## config.mk

```make
export PLATFORM = sky130hd
export DESIGN_NAME = im_fetch_ctrl
export DESIGN_NICKNAME = d
export VERILOG_FILES = /design/src/rtl/im_fetch_pkg.sv /design/src/rtl/im_fetch_ctrl.sv
export SDC_FILE = /design/constraint.sdc
export NUM_CORES = 1
export LEC_CHECK = 0
export CORE_ASPECT_RATIO = 1.75
export CORE_MARGIN = 10
export CORE_UTILIZATION = 47
export CTS_BUF_LIST = sky130_fd_sc_hd__clkbuf_8
export DETAILED_ROUTE_END_ITERATION = 16
export PLACE_DENSITY = 0.82
export SLEW_MARGIN = 20
export SYNTH_ARGS = -nofsm -noshare
export SYNTH_HDL_FRONTEND = slang
export SYNTH_SLANG_ARGS = --single-unit
```

## constraint.sdc

```tcl
create_clock -name CLK -period 2 [get_ports CLK]
set_input_delay 0.4 -clock CLK [delete_from_list [all_inputs] [get_ports CLK]]
set_output_delay 0.4 -clock CLK [all_outputs]
set_load 0.02 [all_outputs]
```

## src/rtl/im_fetch_pkg.sv

```systemverilog
// Shared types and defaults for the instruction-fetch sequencer.
// Holds the FSM state enum, width defaults and wait-counter width.
package im_fetch_pkg;

   localparam int unsigned DEF_ADDR_W   = 8;
   localparam int unsigned DEF_DATA_W   = 8;
   localparam int unsigned DEF_WAIT_CYC = 2;
   localparam int unsigned CNT_W        = 4;

   typedef enum logic [1:0] {
      S_WAIT   = 2'd0,
      S_SAMPLE = 2'd1,
      S_HALTED = 2'd2
   } fetch_state_t;

   // State entered whenever a fresh fetch starts: with no wait
   // cycles the data bus is sampled on the very next edge.
   function automatic fetch_state_t fetch_entry(int unsigned wc);
      return (wc == 0) ? S_SAMPLE : S_WAIT;
   endfunction

endpackage

```

## src/rtl/im_fetch_ctrl.sv

```systemverilog
// Instruction-fetch sequencer: owns the PC, waits out memory latency,
// buffers one instruction for the decoder (valid/ready), redirect, halt.
// Ports: CLK, RST_N (sync, low) | ABUS, DATABUS memory side |
//        INSTR, INSTR_PC, INSTR_VALID, INSTR_READY decoder side |
//        REDIRECT, REDIRECT_PC, HALT control.
module im_fetch_ctrl
   import im_fetch_pkg::*;
#(
   parameter int unsigned WAIT_CYC = DEF_WAIT_CYC,
   parameter int unsigned ADDR_W   = DEF_ADDR_W,
   parameter int unsigned DATA_W   = DEF_DATA_W,
   parameter int unsigned RESET_PC = 0
) (
   input  logic              CLK,
   input  logic              RST_N,
   output logic [ADDR_W-1:0] ABUS,
   input  logic [DATA_W-1:0] DATABUS,
   output logic [DATA_W-1:0] INSTR,
   output logic [ADDR_W-1:0] INSTR_PC,
   output logic              INSTR_VALID,
   input  logic              INSTR_READY,
   input  logic              REDIRECT,
   input  logic [ADDR_W-1:0] REDIRECT_PC,
   input  logic              HALT
);

   localparam logic [CNT_W-1:0]  CNT_INIT = CNT_W'(WAIT_CYC);
   localparam logic [ADDR_W-1:0] PC_INIT  = ADDR_W'(RESET_PC);
   localparam fetch_state_t      ENTRY    = fetch_entry(WAIT_CYC);

   fetch_state_t      state_q, state_d;
   logic [CNT_W-1:0]  cnt_q, cnt_d;
   logic [ADDR_W-1:0] pc_q, pc_d;
   logic [DATA_W-1:0] instr_q, instr_d;
   logic [ADDR_W-1:0] ipc_q, ipc_d;
   logic              valid_q, valid_d;
   logic              take;
   logic              free;

   assign take = valid_q && INSTR_READY;
   assign free = !valid_q || INSTR_READY;

   always_ff @(posedge CLK) begin
      if (!RST_N) begin
         state_q <= ENTRY;
         cnt_q   <= CNT_INIT;
         pc_q    <= PC_INIT;
         instr_q <= '0;
         ipc_q   <= '0;
         valid_q <= 1'b0;
      end else begin
         state_q <= state_d;
         cnt_q   <= cnt_d;
         pc_q    <= pc_d;
         instr_q <= instr_d;
         ipc_q   <= ipc_d;
         valid_q <= valid_d;
      end
   end

   always_comb begin
      state_d = state_q;
      cnt_d   = cnt_q;
      pc_d    = pc_q;
      instr_d = instr_q;
      ipc_d   = ipc_q;
      valid_d = valid_q;

      // A consumed entry empties the buffer unless refilled below.
      if (take) valid_d = 1'b0;

      unique case (state_q)
         S_WAIT: begin
            if (HALT) begin
               state_d = S_HALTED;
            end else begin
               cnt_d = cnt_q - 1'b1;
               if (cnt_q == CNT_W'(1)) state_d = S_SAMPLE;
            end
         end
         S_SAMPLE: begin
            if (HALT) begin
               state_d = S_HALTED;
            end else if (free) begin
               instr_d = DATABUS;
               ipc_d   = pc_q;
               valid_d = 1'b1;
               pc_d    = pc_q + 1'b1;
               cnt_d   = CNT_INIT;
               state_d = ENTRY;
            end
         end
         S_HALTED: begin
            // Counter restarts so the held PC is refetched in full.
            if (!HALT) begin
               cnt_d   = CNT_INIT;
               state_d = ENTRY;
            end
         end
         default: begin
            cnt_d   = CNT_INIT;
            state_d = ENTRY;
         end
      endcase

      // Redirect overrides the above; the buffered word and any
      // capture on this edge are dropped, halt status is kept.
      if (REDIRECT) begin
         pc_d    = REDIRECT_PC;
         cnt_d   = CNT_INIT;
         valid_d = 1'b0;
         instr_d = instr_q;
         ipc_d   = ipc_q;
         state_d = (state_q == S_HALTED) ? S_HALTED : ENTRY;
      end
   end

   assign ABUS        = pc_q;
   assign INSTR       = instr_q;
   assign INSTR_PC    = ipc_q;
   assign INSTR_VALID = valid_q;

endmodule

```

Word level (Yosys, flattened, before mapping)
Cells that the tools add are included.

Bitwise gates (word level): 3. Reduce and logical (&&, ||, !) cells: 11. Multiplexer cells: 21. Add/sub/neg operators: 2. Equality and inequality tests: 11.

Operators with widths (number): 8-bit 2-to-1 mux (4); 4-bit 2-to-1 mux (4); 2-bit 2-to-1 mux (7); 4-bit case mux with 3 select lines (1); 2-bit != test (second input constant) (5); 8-bit by 1-bit adder with 8-bit output (second input constant) (1); 4-bit != test (second input constant) (2); 4-bit AND reduction (2); 2-bit case mux with 3 select lines (1); 3-bit AND reduction (2); 4-bit by 1-bit == test with 1-bit output (second input constant) (1); 1-bit 2-to-1 mux (4); 2-bit nonzero test (2); 4-bit by 1-bit subtractor with 4-bit output (second input constant) (1); 3-bit != test (second input constant) (1); 1-bit NOT (3); 2-bit by 1-bit == test with 1-bit output (second input constant) (1); 2-bit == test (second input constant) (1); 2-bit zero test (1); 2-bit OR reduction (1); 1-bit logical AND (1); 1-bit zero test (1); 1-bit logical OR (1).

Logic and storage cells: 54. Register bits: 31. Output and inout port bits: 25. Input port bits: 21.

Longest topological paths before layout
Word-level depth: 6. Mapped depth: 7. Depth with buffers taken out: 5.

Worst setup path before layout
No wires, ideal clock.

Path type: register to register. Start point: register state_q[1]. End point: register pc_q[7] (netlist: ABUS[7]). Path slack: 296 ps. Required time: 1877 ps. Library setup time: 123 ps. Buffers on the path: 2. Stages on the path, launching flop included: 7. Arrival time: 1581 ps. Period minus slack after synthesis: 1704 ps. Cells stage by stage: dfxtp_1 buf_6 or3b_1 buf_6 or4_4 o2111ai_1 o21ai_1.

Longest elaborated chain between the ends: 3.

Ends and longest elaborated chain: start, declared (line im_fetch_ctrl.sv:31) `fetch_state_t state_q, state_d;`; start signal, assigned (line im_fetch_ctrl.sv:52) `state_q <= state_d;`; 2-bit by 1-bit == test with 1-bit output (line im_fetch_ctrl.sv:72) `unique case (state_q)`; 2-bit nonzero test (no line); 3-bit AND reduction (no line); end signal, assigned (line im_fetch_ctrl.sv:54) `pc_q <= pc_d;`; end, declared (line im_fetch_ctrl.sv:33) `logic [ADDR_W-1:0] pc_q, pc_d;`.

No other way between the ends. A chain may end at the register's enable or synchronous reset.

Final worst setup path
Start point: register pc_q[0] (netlist: ABUS[0]). End point: output port ABUS[0].

RTL lines: end, declared (line im_fetch_ctrl.sv:16) `output logic [ADDR_W-1:0] ABUS,`.

No word-level cell between the ends.

==> results.toml <==
[outcome]
status = "complete, no violations"

[sta]
post-route-period-util = 0.901
hold_viol = 0
period_needed_ns = 1.80
rsz0062_at_grt = "false"
slew_violations = 0
finalWorstSetupSlack_ns = 0.198
tightest_slew_ns = 0.406
tns_ns = 0
worst_clock_skew_ns = 0.00342
whs_ns = 0.465
relSlewSlack = 0.729
setup_viol = 0
max_freq_mhz = 555

[placed_design]
pre_cts_ws_ns = -0.0638
io_buffers = 45
dp_hpwl_um = 3050
place.gp.congestion = 0.757
dp.cells = 233

[worst_hold_path]
whs_path_depth = 2
hp-class = "flop to flop"
hp-start = "INSTR[4]"
min_to = "INSTR[4]"

[yosys]
synth-seq-cells = 31
netlist_area_um2 = 1400
async_flop_share = 0
syn_area_per_cell_um2 = 8.49
synth_top_area_frac = 0.443
syn-num-nets = 189
yosysSeqAreaShare = 0.443
synthTopCellsByCount = "31 x dfxtp_1, 24 x o21ai_0, 20 x nand3_1"
yosysTopAreaCell = "dfxtp_1"
synthFlopType = "dfxtp_1"
synth_edf_count = 0
synth.most_common_cell = "dfxtp_1"
synth_cell_type_count = 36
yosys_warnings = 0
yosys-top-cells-area = "dfxtp_1 44%, o21ai_0 8.6%, nand3_1 7.1%"
syn_inst = 165

[cts]
cts_htree_levels = 2
cts_buffer_depth = 2
cts_sinks = 31
clk_pin_slew_worst_paths_ns = 0.07
postCtsResizedCells = 0
clkLatencyLatePin_ns = 0.29
cts_tree = "done"
cts_root_buffer = "clkbuf_8"
ctsHoldBuffers = 0
cts_buffers = 5
cts_setup_buffers = 0

[critical_path]
slowest_stage = "clkdlybuf4s50_1"
worstPathArrival_ns = 1.40
worstReg2RegStart = "state_q[0]"
path_max_fanout = 6
worst_r2r_path_depth = 6
path_buf_inv = 1
cp-end-kind = "output port"
path_class = "flop to output port"
crit_chain = "clkdlybuf4s50_1"
r2r-end = "INSTR_PC[3]"
path_delay_family = "buffers and inverters"
critical-path-max-stage-delay_ns = 0.66
worstSetupStartpointType = "flop"
required_ns = 1.60
reg2reg_slack_ns = 0.21

[cells_and_area]
area_growth_pct = 43.5
fillers = 233
multi_input_area_um2 = 694
nets = 236
layout.cells.non_filler = 241
diodes = 0
drive_above_1_share = 0.0986
seqCellArea_um2 = 621

[detailed_routing]
first_pass_iters = 4
post_drt_via_cell_ratio = 5.54
wl_per_cell_um = 16.8
routed_wl_um = 4050
via_count = 1335
wl_met2_um = 2070
drc = 0
postRouteAntennaNets = 0
highest_layer = "met4"
dr.first_iter.drc_count = 99
wl_met3_um = 404
wl_met1_um = 1490

[grt]
grt_pass1_wl_um = 6630
grt_max_degree = 33
grt_pass1_vias = 1410
overflow = 0
antenna_found_initial = 0
grt_util_all_layers = 0.153

[floorplan]
die_y_um = 92.2
die-area_um2 = 5650
die_x_um = 61.3
start_util = 0.484
core.rowCount = 26
core_um2 = 2900
ios = 46

[power]
powerDensity_nw_per_um2 = 719
vdd_ir_drop_max_mv = 0.665
p_leak_uw = 0.000735

[flow_run]
cap_violations = 0
routing by layer:
| layer | vias up | GRT usage |
|---|---|---|
| met5 | - | 0 |
| met4 | 0 | 0.0651 |
| met3 | 8 | 0.0856 |
| met2 | 41 | 0.251 |
| met1 | 618 | 0.151 |
| li1 | 668 | - |
cell families after synthesis:
family / after synthesis / synth area share
AO/OA/AOI/OAI: 38 / 0.150
multiplexers: 2 / 0.0143
buffers and inverters: 17 / 0.0608
adder cells (fa/ha/maj): 3 / 0.0268
AND/OR/NAND/NOR: 67 / 0.261
XOR/XNOR: 7 / 0.0438
flip-flops: 31 / 0.443
final cells by class:
type	count	area share
Clock buffer	6	0.0411
Clock inverter	2	0.0174
Inverter	3	0.00560
Multi-Input combinational cell	117	0.346
Sequential cell	31	0.309
Tap cell	28	0.0174
Timing Repair Buffer	54	0.264
metrics by stage:
stage / utilization / total power, uW / cell area [um2]
floorplan: - / 736 / 1400
global placement: 0.653 / 813 / 1890
detailed placement: 0.653 / 819 / 1890
CTS: 0.694 / 1460 / 2010
global route: 0.694 / 1500 / 2010
finish: 0.694 / 1450 / 2010
registers in the layout, summed over array words and instances (netlist names):
name,count
ABUS,8
INSTR,8
INSTR_PC,8
INSTR_VALID,1
cnt_q,4
state_q,2
report_power, final:
part,switching [uW],internal (uW)
Combinational,68.2,83.3
Sequential,23.3,632
Clock,235,403
worst register-to-register path, cell delays in order (launching register included):
cell,delay (ns)
dfxtp_1,0.51
or3b_1,0.41
buf_4,0.18
nor3_2,0.22
buf_12,0.21
nand3_1,0.09
o21ai_0,0.09
how the worst max path moves through the flow:
stage	from	end	slack [ns]	depth (start not counted)
2_1_floorplan	state_q[1]	ABUS[7]	0.30	6
3_3_place_gp	HALT	ABUS[7]	-0.004	5
3_5_place_dp	HALT	INSTR_PC[3]	-0.06	7
4_1_cts	ABUS[0]	ABUS[0]	0.18	1
5_1_grt	state_q[0]	INSTR_PC[3]	0.09	6
6_report	ABUS[0]	ABUS[0]	0.20	1
placed cells by master (no fill, tap or decap), types with 6 or more instances in the layout:
cell / netlist / final
clkdlybuf4s50_1: 0 / 45
nand2_1: 18 / 18
a21oi_1: 7 / 7
buf_4: 1 / 8
nand3_1: 20 / 20
clkbuf_8: 0 / 6
o21ai_0: 24 / 24
nor3_1: 7 / 7
dfxtp_1: 31 / 31
Power figures use the tool's default switching activity.
